$ cat src/rtl/fetch_pc_ctrl.sv
// fetch_pc_ctrl: next-PC sequencer with stall/flush control and pending-redirect hold.
// Optional FETCH_PC_CTRL_PERF_EN adds redirect and PC-hold counters.
module fetch_pc_ctrl #(
    parameter logic [31:0] RESET_PC    = 32'hBFC0_0000,
    parameter logic [31:0] INSTR_BYTES = 32'd4
) (
    input  logic        clk,
    input  logic        rst,
    input  logic [31:0] pc_f,
    input  logic        imem_ready,
    input  logic        stall_hz,
    input  logic        br_taken_e,
    input  logic [31:0] br_target_e,
    input  logic        jump_d,
    input  logic [31:0] jump_target_d,
    output logic [31:0] pc_next,
    output logic        pc_en,
    output logic        flush_d,
    output logic        flush_e,
    output logic        misalign,
    output logic [31:0] redirect_cnt,
    output logic [31:0] stall_cnt
);
    typedef enum logic [1:0] {BOOT, RUN, PEND} state_t;
    state_t state, state_nx;
    logic [31:0] pend_pc, tgt, tgt_al;
    logic redir;
    // In PEND decode is already flushed, so only an execute branch can redirect.
    assign redir  = (state == RUN) ? (br_taken_e || (jump_d && !stall_hz)) : (state == PEND) && br_taken_e;
    assign tgt    = br_taken_e ? br_target_e : jump_target_d;
    assign tgt_al = {tgt[31:2], 2'b00};
    always_ff @(posedge clk or negedge rst)
        if (!rst) state <= BOOT;
        else state <= state_nx;
    always_ff @(posedge clk or negedge rst)
        if (!rst) pend_pc <= RESET_PC;
        else if (redir && !imem_ready) pend_pc <= tgt_al;
    always_comb begin
        state_nx = (state == BOOT || imem_ready) ? RUN : (redir || state == PEND) ? PEND : RUN;
    end
    always_comb begin
        pc_next  = (state == BOOT) ? RESET_PC : redir ? tgt_al : (state == PEND) ? pend_pc : stall_hz ? pc_f : pc_f + INSTR_BYTES;
        pc_en    = (state != BOOT) && imem_ready && (redir || state == PEND || !stall_hz);
        flush_d  = redir;
        flush_e  = redir && br_taken_e;
        misalign = redir && |tgt[1:0];
    end
`ifdef FETCH_PC_CTRL_PERF_EN
    always_ff @(posedge clk or negedge rst)
        if (!rst) begin
            redirect_cnt <= '0;
            stall_cnt    <= '0;
        end else begin
            redirect_cnt <= redirect_cnt + {31'd0, flush_d};
            stall_cnt    <= stall_cnt + {31'd0, (state != BOOT) && !pc_en};
        end
`else
    assign redirect_cnt = '0;
    assign stall_cnt    = '0;
`endif
endmodule

$ cat config.mk
export PLATFORM = sky130hd
export DESIGN_NAME = fetch_pc_ctrl
export DESIGN_NICKNAME = d
export VERILOG_FILES = /design/src/rtl/fetch_pc_ctrl.sv
export SDC_FILE = /design/constraint.sdc
export NUM_CORES = 1
export LEC_CHECK = 0
export ABC_AREA = 1
export BUFFER_PORTS_ARGS = -buffer_cell sky130_fd_sc_hd__buf_2
export CAP_MARGIN = 20
export CORE_UTILIZATION = 41
export CTS_CLUSTER_DIAMETER = 60
export DETAILED_ROUTE_END_ITERATION = 16
export PLACE_DENSITY = 0.84
export SLEW_MARGIN = 20
export SYNTH_ARGS = -nofsm -noshare
export SYNTH_HDL_FRONTEND = slang
export SYNTH_SLANG_ARGS = --single-unit
$ cat constraint.sdc
create_clock -name clk -period 1.3 [get_ports clk]
set_input_delay 0.065 -clock clk [delete_from_list [all_inputs] [get_ports clk]]
set_output_delay 0.065 -clock clk [all_outputs]
set_load 0.1 [all_outputs]
==> reports/results.txt, run 1 <==
Rows: 33
met1 Use GR: 0.385
worst slack, placed: -0.338 ns
Worst Path Required: 1.24 ns
final setup vio count: 68
status: complete, but fails checks
drt via density: 6.07
met3 usage: 0.0908
adder-cell share of the synthesized area: 0.00345
Final nets: 911
Syn Area/Cell: 6.35 um^2
DRT iter0 DRCs: 872
most frequent cells in the layout: 140 x nand2_1, 101 x buf_2, 87 x buf_4
Mapped Cells: 571
Die Area: 9220 um^2
core outline area: 8380 um^2
Netlist cell types: 35
sequential fraction of the synthesis area: 0.224
first-pass GRT wire length: 24.0 mm
Initial Utilization: 0.433
multi-input logic area: 3130 um^2
initial antenna violation count: 1
Power Density: 1400 nW/um^2
clock latency on the worst-skew pair: 0.30 ns
clock tree buffer depth: 2
Pleak: 0.00331 uW
post-route ant nets: 0
worst vdd ir: 0.000978 V
Synth async-reset ratio: 1.00
Die X: 96.0 um
Port Buffer Count: 137
number of inserted diodes: 0
Hold Crit Class: in -> reg
final hold violations: 0
number of synthesized flops with an enable pin: 0
CTS tree: yes
grt peak-use layer: met2
met2 global-route usage: 0.579
clock tree root buffer cell: clkbuf_8
main combinational cell family by area after synthesis: simple AND/OR/NAND/NOR gates
FMAX: 443 MHz
GRT Total Usage: 0.345
post-synthesis xor/xnor area fraction: 0.0411
vias in the first global route: 4955
average wire per cell in the routed design: 22.4 um
Max Cap Violations: 0
worst setup margin: -0.956 ns
Clock Pin Slew Worst Setup and Hold Paths: 0.08 ns
Die H: 96.0 um
clock sinks: 32
Overflow after GRT: 0
final wirelength: 20.5 mm
TritonCTS buffer count: 5
post-layout util: 0.803
Synth Area in Simple Gates: 0.333
post-synthesis compound-gate area fraction: 0.137
largest net degree at the start of global routing: 33
Main synth FF type: dfrtp_1
crit path DAT: 2.19 ns
DRC: 0
Worst setup SP type: flip-flop
Synth area leaders: nand2_1 18%, dfrtp_1 16%, buf_4 14%
FILL cells: 423
Tcrit/Tclk final: 1.74
H-tree depth: 2
Vias: 5544
Syn. warnings: 0
DR pass1 iterations: 7
dpl hpwl: 9.55 mm
cell area after synthesis: 3630 um^2
most common cell after layout, fill and taps aside: nand2_1
Slew Viols, Final: 0
layout cells sized above 1: 0.524
slew margin rel.: 0.655
unrepaired setup endpoints after global routing: true
cell accounting for the most synthesized area: nand2_1
area share of the largest cell type after synthesis: 0.182
violated checks: setup timing
Area Overhead vs Synth: 85.5%
Final min period: 2.26 ns
mux cell area share after synthesis: 0.0552
RePlAce Congestion: 0.908
register area: 812 um^2
Crit Path Max Fanout: 7
I/O pin cnt: 202
Fin Clk Skew: 0.00611 ns
CP Capture Type: output port
Worst Max-Slew Pin Slew: 0.503 ns
critical path class: reg -> out
count of state elements after synthesis: 32
[layout make-up]
cell class                      instances  share of cell area
Inverter                               33              0.0223
Timing Repair Buffer                  255               0.359
Sequential cell                        32               0.121
Clock inverter                          1            0.000744
Clock buffer                            7              0.0113
Multi-Input combinational cell        481               0.466
Tap cell                              105              0.0195
[logic make-up (layout without fill, tap and decap cells)]
group           after synthesis  after routing
simple gates                282            282
fa+ha+maj                     1              1
flops                        32             32
mux                          20             20
buf+inv                     121            296
other cells                   1             64
compound gates               97             97
xor+xnor                     17             17
[metal layers]
metal | vias to the layer above | routed length [um]
li1 | 2171 | -
met1 | 2533 | 6710
met2 | 629 | 9150
met3 | 211 | 2820
met4 | 0 | 1820
met5 | - | 0
[power breakdown]
group,internal [uW],switching [uW]
clock network,377,453
registers,1360,331
logic,2330,4550
[sequential cells by signal, indices dropped and copies added (netlist names)]
name and flops:
pend_pc 30, state 2
[final timing paths]
path / from / endpoint / slack [ns] / cells after the start
hold reg to reg: pend_pc[28]$_DFFE_PN1P_ / pend_pc[28]$_DFFE_PN1P_ / 0.49 / 2
hold / removal: jump_target_d[4] / pend_pc[4]$_DFFE_PN0P_ / 0.08 / 3
setup / recovery: state[1]$_DFF_PN0_ / pc_next[30] / -0.96 / 9
max in group asynchronous: rst / pend_pc[27]$_DFFE_PN1P_ / 0.79 / 3
setup reg to reg: state[1]$_DFF_PN0_ / pend_pc[7]$_DFFE_PN0P_ / -0.64 / 10
min in group asynchronous: rst / pend_pc[10]$_DFFE_PN0P_ / 0.24 / 3
[metrics by stage]
stage | power (uW) | TNS, ns | cells | hold WS, ns | area (um^2)
3_3_place_gp | 7110 | -13.63 | 885 | 0.0380 | 5780
2_1_floorplan | 5500 | -14.36 | 634 | -0.231 | 4220
6_report | 9400 | -40.70 | 914 | 0.0790 | 6730
4_1_cts | 8280 | -26.81 | 906 | 0.00202 | 6190
5_1_grt | 9570 | -42.97 | 914 | 0.0890 | 6730
3_5_place_dp | 7210 | -17.50 | 885 | 0.0390 | 5780
[synth_stat cells (2+ instances only)]
master / number
nor2_1: 56
nor2_2: 5
buf_6: 2
nor3_1: 7
nand3_1: 16
inv_1: 30
buf_2: 8
dfrtp_1: 23
mux2i_1: 20
nand2_4: 2
o21ai_1: 3
xnor2_1: 9
or2_2: 2
xor2_1: 8
dfstp_2: 9
nand4_1: 4
nor2_4: 5
o21ai_0: 41
buf_4: 70
clkbuf_1: 8
inv_2: 2
nand2_1: 176
nand2_2: 4
a21oi_1: 50
[worst max-delay path, stage by stage, from the launching register on]
cell	delay, ns
dfrtp_1	0.44
nor2_2	0.18
nand2_4	0.12
nand2_8	0.13
buf_8	0.15
nand2_1	0.17
nand2_1	0.25
inv_1	0.10
a21oi_4	0.15
buf_12	0.19
[timing repair]
action	4_1_cts	5_1_grt
resized for setup	67	118
setup buffers	9	6
endpoints found under the hold margin	32	1
endpoints found under the setup margin	67	68
pin swaps	10	12
hold buffers	1	1
cloned	3	4
Note: power is estimated with default switching activity, not from simulation.
==> inputs of run 2 (changes only) <==
--- a/config.mk
+++ b/config.mk
@@ -12,6 +12,9 @@
 export CTS_CLUSTER_DIAMETER = 60
 export DETAILED_ROUTE_END_ITERATION = 16
 export PLACE_DENSITY = 0.84
+export RECOVER_POWER = 25
+export REMOVE_ABC_BUFFERS = 1
+export SKIP_CTS_REPAIR_TIMING = 1
 export SLEW_MARGIN = 20
 export SYNTH_ARGS = -nofsm -noshare
 export SYNTH_HDL_FRONTEND = slang
==> reports/results.txt, run 2 (same netlist as run 1, synthesis figures left out) <==
FMAX: 515 MHz
most frequent cells in the layout: 165 x nand2_1, 100 x buf_2, 74 x buf_4
Worst Path Required: 1.24 ns
Initial Utilization: 0.433
core outline area: 8380 um^2
layout cells sized above 1: 0.468
Die H: 96.0 um
clock tree buffer depth: 2
dpl hpwl: 9.18 mm
slew margin rel.: 0.349
worst path cell trace: inv_2 > nor2_2 > nand2_2 > nand2_4 > nand2_4 > inv_8 > buf_6 > nand2_1 > nand2_1 > a21oi_2 > buf_12
Clock Pin Slew Worst Setup and Hold Paths: 0.07 ns
Die X: 96.0 um
Power Density: 1370 nW/um^2
clock latency on the worst-skew pair: 0.29 ns
Final nets: 892
TritonCTS buffer count: 5
Crit Path Max Fanout: 11
post-layout util: 0.733
critical path class: reg -> out
Area Overhead vs Synth: 69.5%
worst vdd ir: 0.000965 V
Tcrit/Tclk final: 1.49
clock tree root buffer cell: clkbuf_8
Fin Clk Skew: 0.00896 ns
Pleak: 0.00315 uW
vias in the first global route: 4008
H-tree depth: 2
final setup vio count: 68
DR pass1 iterations: 5
DRC: 0
Max Cap Violations: 0
status: complete, but fails checks
final hold violations: 0
CTS tree: yes
Worst path slowest cell: dfrtp_1
DRT iter0 DRCs: 301
I/O pin cnt: 202
RePlAce Congestion: 0.948
Hold Crit Class: in -> reg
crit path DAT: 1.88 ns
drt via density: 5.09
GRT Total Usage: 0.253
top sig layer: met5
clock sinks: 32
Final min period: 1.94 ns
max FFs per register: 30
worst setup margin: -0.643 ns
Rows: 33
Slew Viols, Final: 0
post-route ant nets: 0
Overflow after GRT: 0
CP Capture Type: output port
biggest regs: pend_pc: 30 flops, state: 2 flops
first-pass GRT wire length: 17.9 mm
initial antenna violation count: 2
Worst Max-Slew Pin Slew: 0.977 ns
slowest stage delay, CP: 0.40 ns
Worst setup SP type: flip-flop
unrepaired setup endpoints after global routing: true
most common cell after layout, fill and taps aside: nand2_1
DR WL met3: 1.07 mm
violated checks: setup timing
Die Area: 9220 um^2
average wire per cell in the routed design: 15.6 um
final wirelength: 14.0 mm
largest net degree at the start of global routing: 33
Largest Register: pend_pc
met1 wire length: 5.34 mm
Final TNS setup: -35.87 ns
metal2 WL: 7.07 mm
Vias: 4558
Port Buffer Count: 137
==> run 2: changes by cell type in the layout (fill, tap and decap cells not counted), sizes merged <==
| cell | delta |
|---|---|
| dlygate4sd3 | -1 |
| buf | -20 |
| clkbuf | +1 |
| diode | +1 |
==> run 2: critical path: cells and delay by family (launching register included) <==
| family | cells | cell delay [ns] |
|---|---|---|
| and+or+nand+nor | 6 | 0.50 |
| buffers and inverters | 4 | 0.49 |
| DFF | 1 | 0.40 |
| AOI/OAI and AO/OA | 1 | 0.19 |
==> run 2: final timing paths <==
kind                                          from                      end  slack [ns]  cells past startpoint
max                             state[0]$_DFF_PN0_               pc_next[7]       -0.64                     11
min                                     imem_ready       state[1]$_DFF_PN0_        0.01                      2
max reg2reg                     state[1]$_DFF_PN0_   pend_pc[8]$_DFFE_PN0P_       -0.55                     11
min reg2reg                pend_pc[27]$_DFFE_PN1P_  pend_pc[27]$_DFFE_PN1P_        0.49                      2
max in group asynchronous                      rst  pend_pc[31]$_DFFE_PN1P_        0.15                      3
min in group asynchronous                      rst   pend_pc[6]$_DFFE_PN0P_        0.44                      2
==> run 2: layout make-up <==
cell class	count	area [um^2]
diodes	1	2.50
clock buffers	6	72.6
clock inverters	1	5.00
fillers	576	2230
inverters	33	136
multi-input cells	481	2790
flip-flops and latches	32	812
well taps	105	131
repair buffers	236	2200
==> run 2: metrics by stage <==
stage | worst slack (ns) | hold slack [ns] | std cells | area (um^2) | power (uW)
finish | -0.643 | 0.0108 | 895 | 6150 | 8440
global route | -0.702 | 0.00227 | 895 | 6150 | 8750
CTS | -0.724 | -0.310 | 882 | 5420 | 7500
detailed placement | -0.405 | 0.0112 | 875 | 5340 | 6740
global placement | -0.348 | 0.0102 | 875 | 5340 | 6650
floorplan | -2.91 | -0.231 | 546 | 3240 | 4870
==> run 2: power breakdown <==
group          leakage [uW]  switching [uW]  total, uW  internal (uW)
clock             0.0000410             408        773            365
sequential         0.000348             259       1620           1360
combinational       0.00276            4010       6040           2030
==> run 2: layer usage <==
layer,GRT usage,vias up
li1,-,2132
met1,0.299,2093
met2,0.450,275
met3,0.0513,56
met4,0.0908,2
met5,0,-
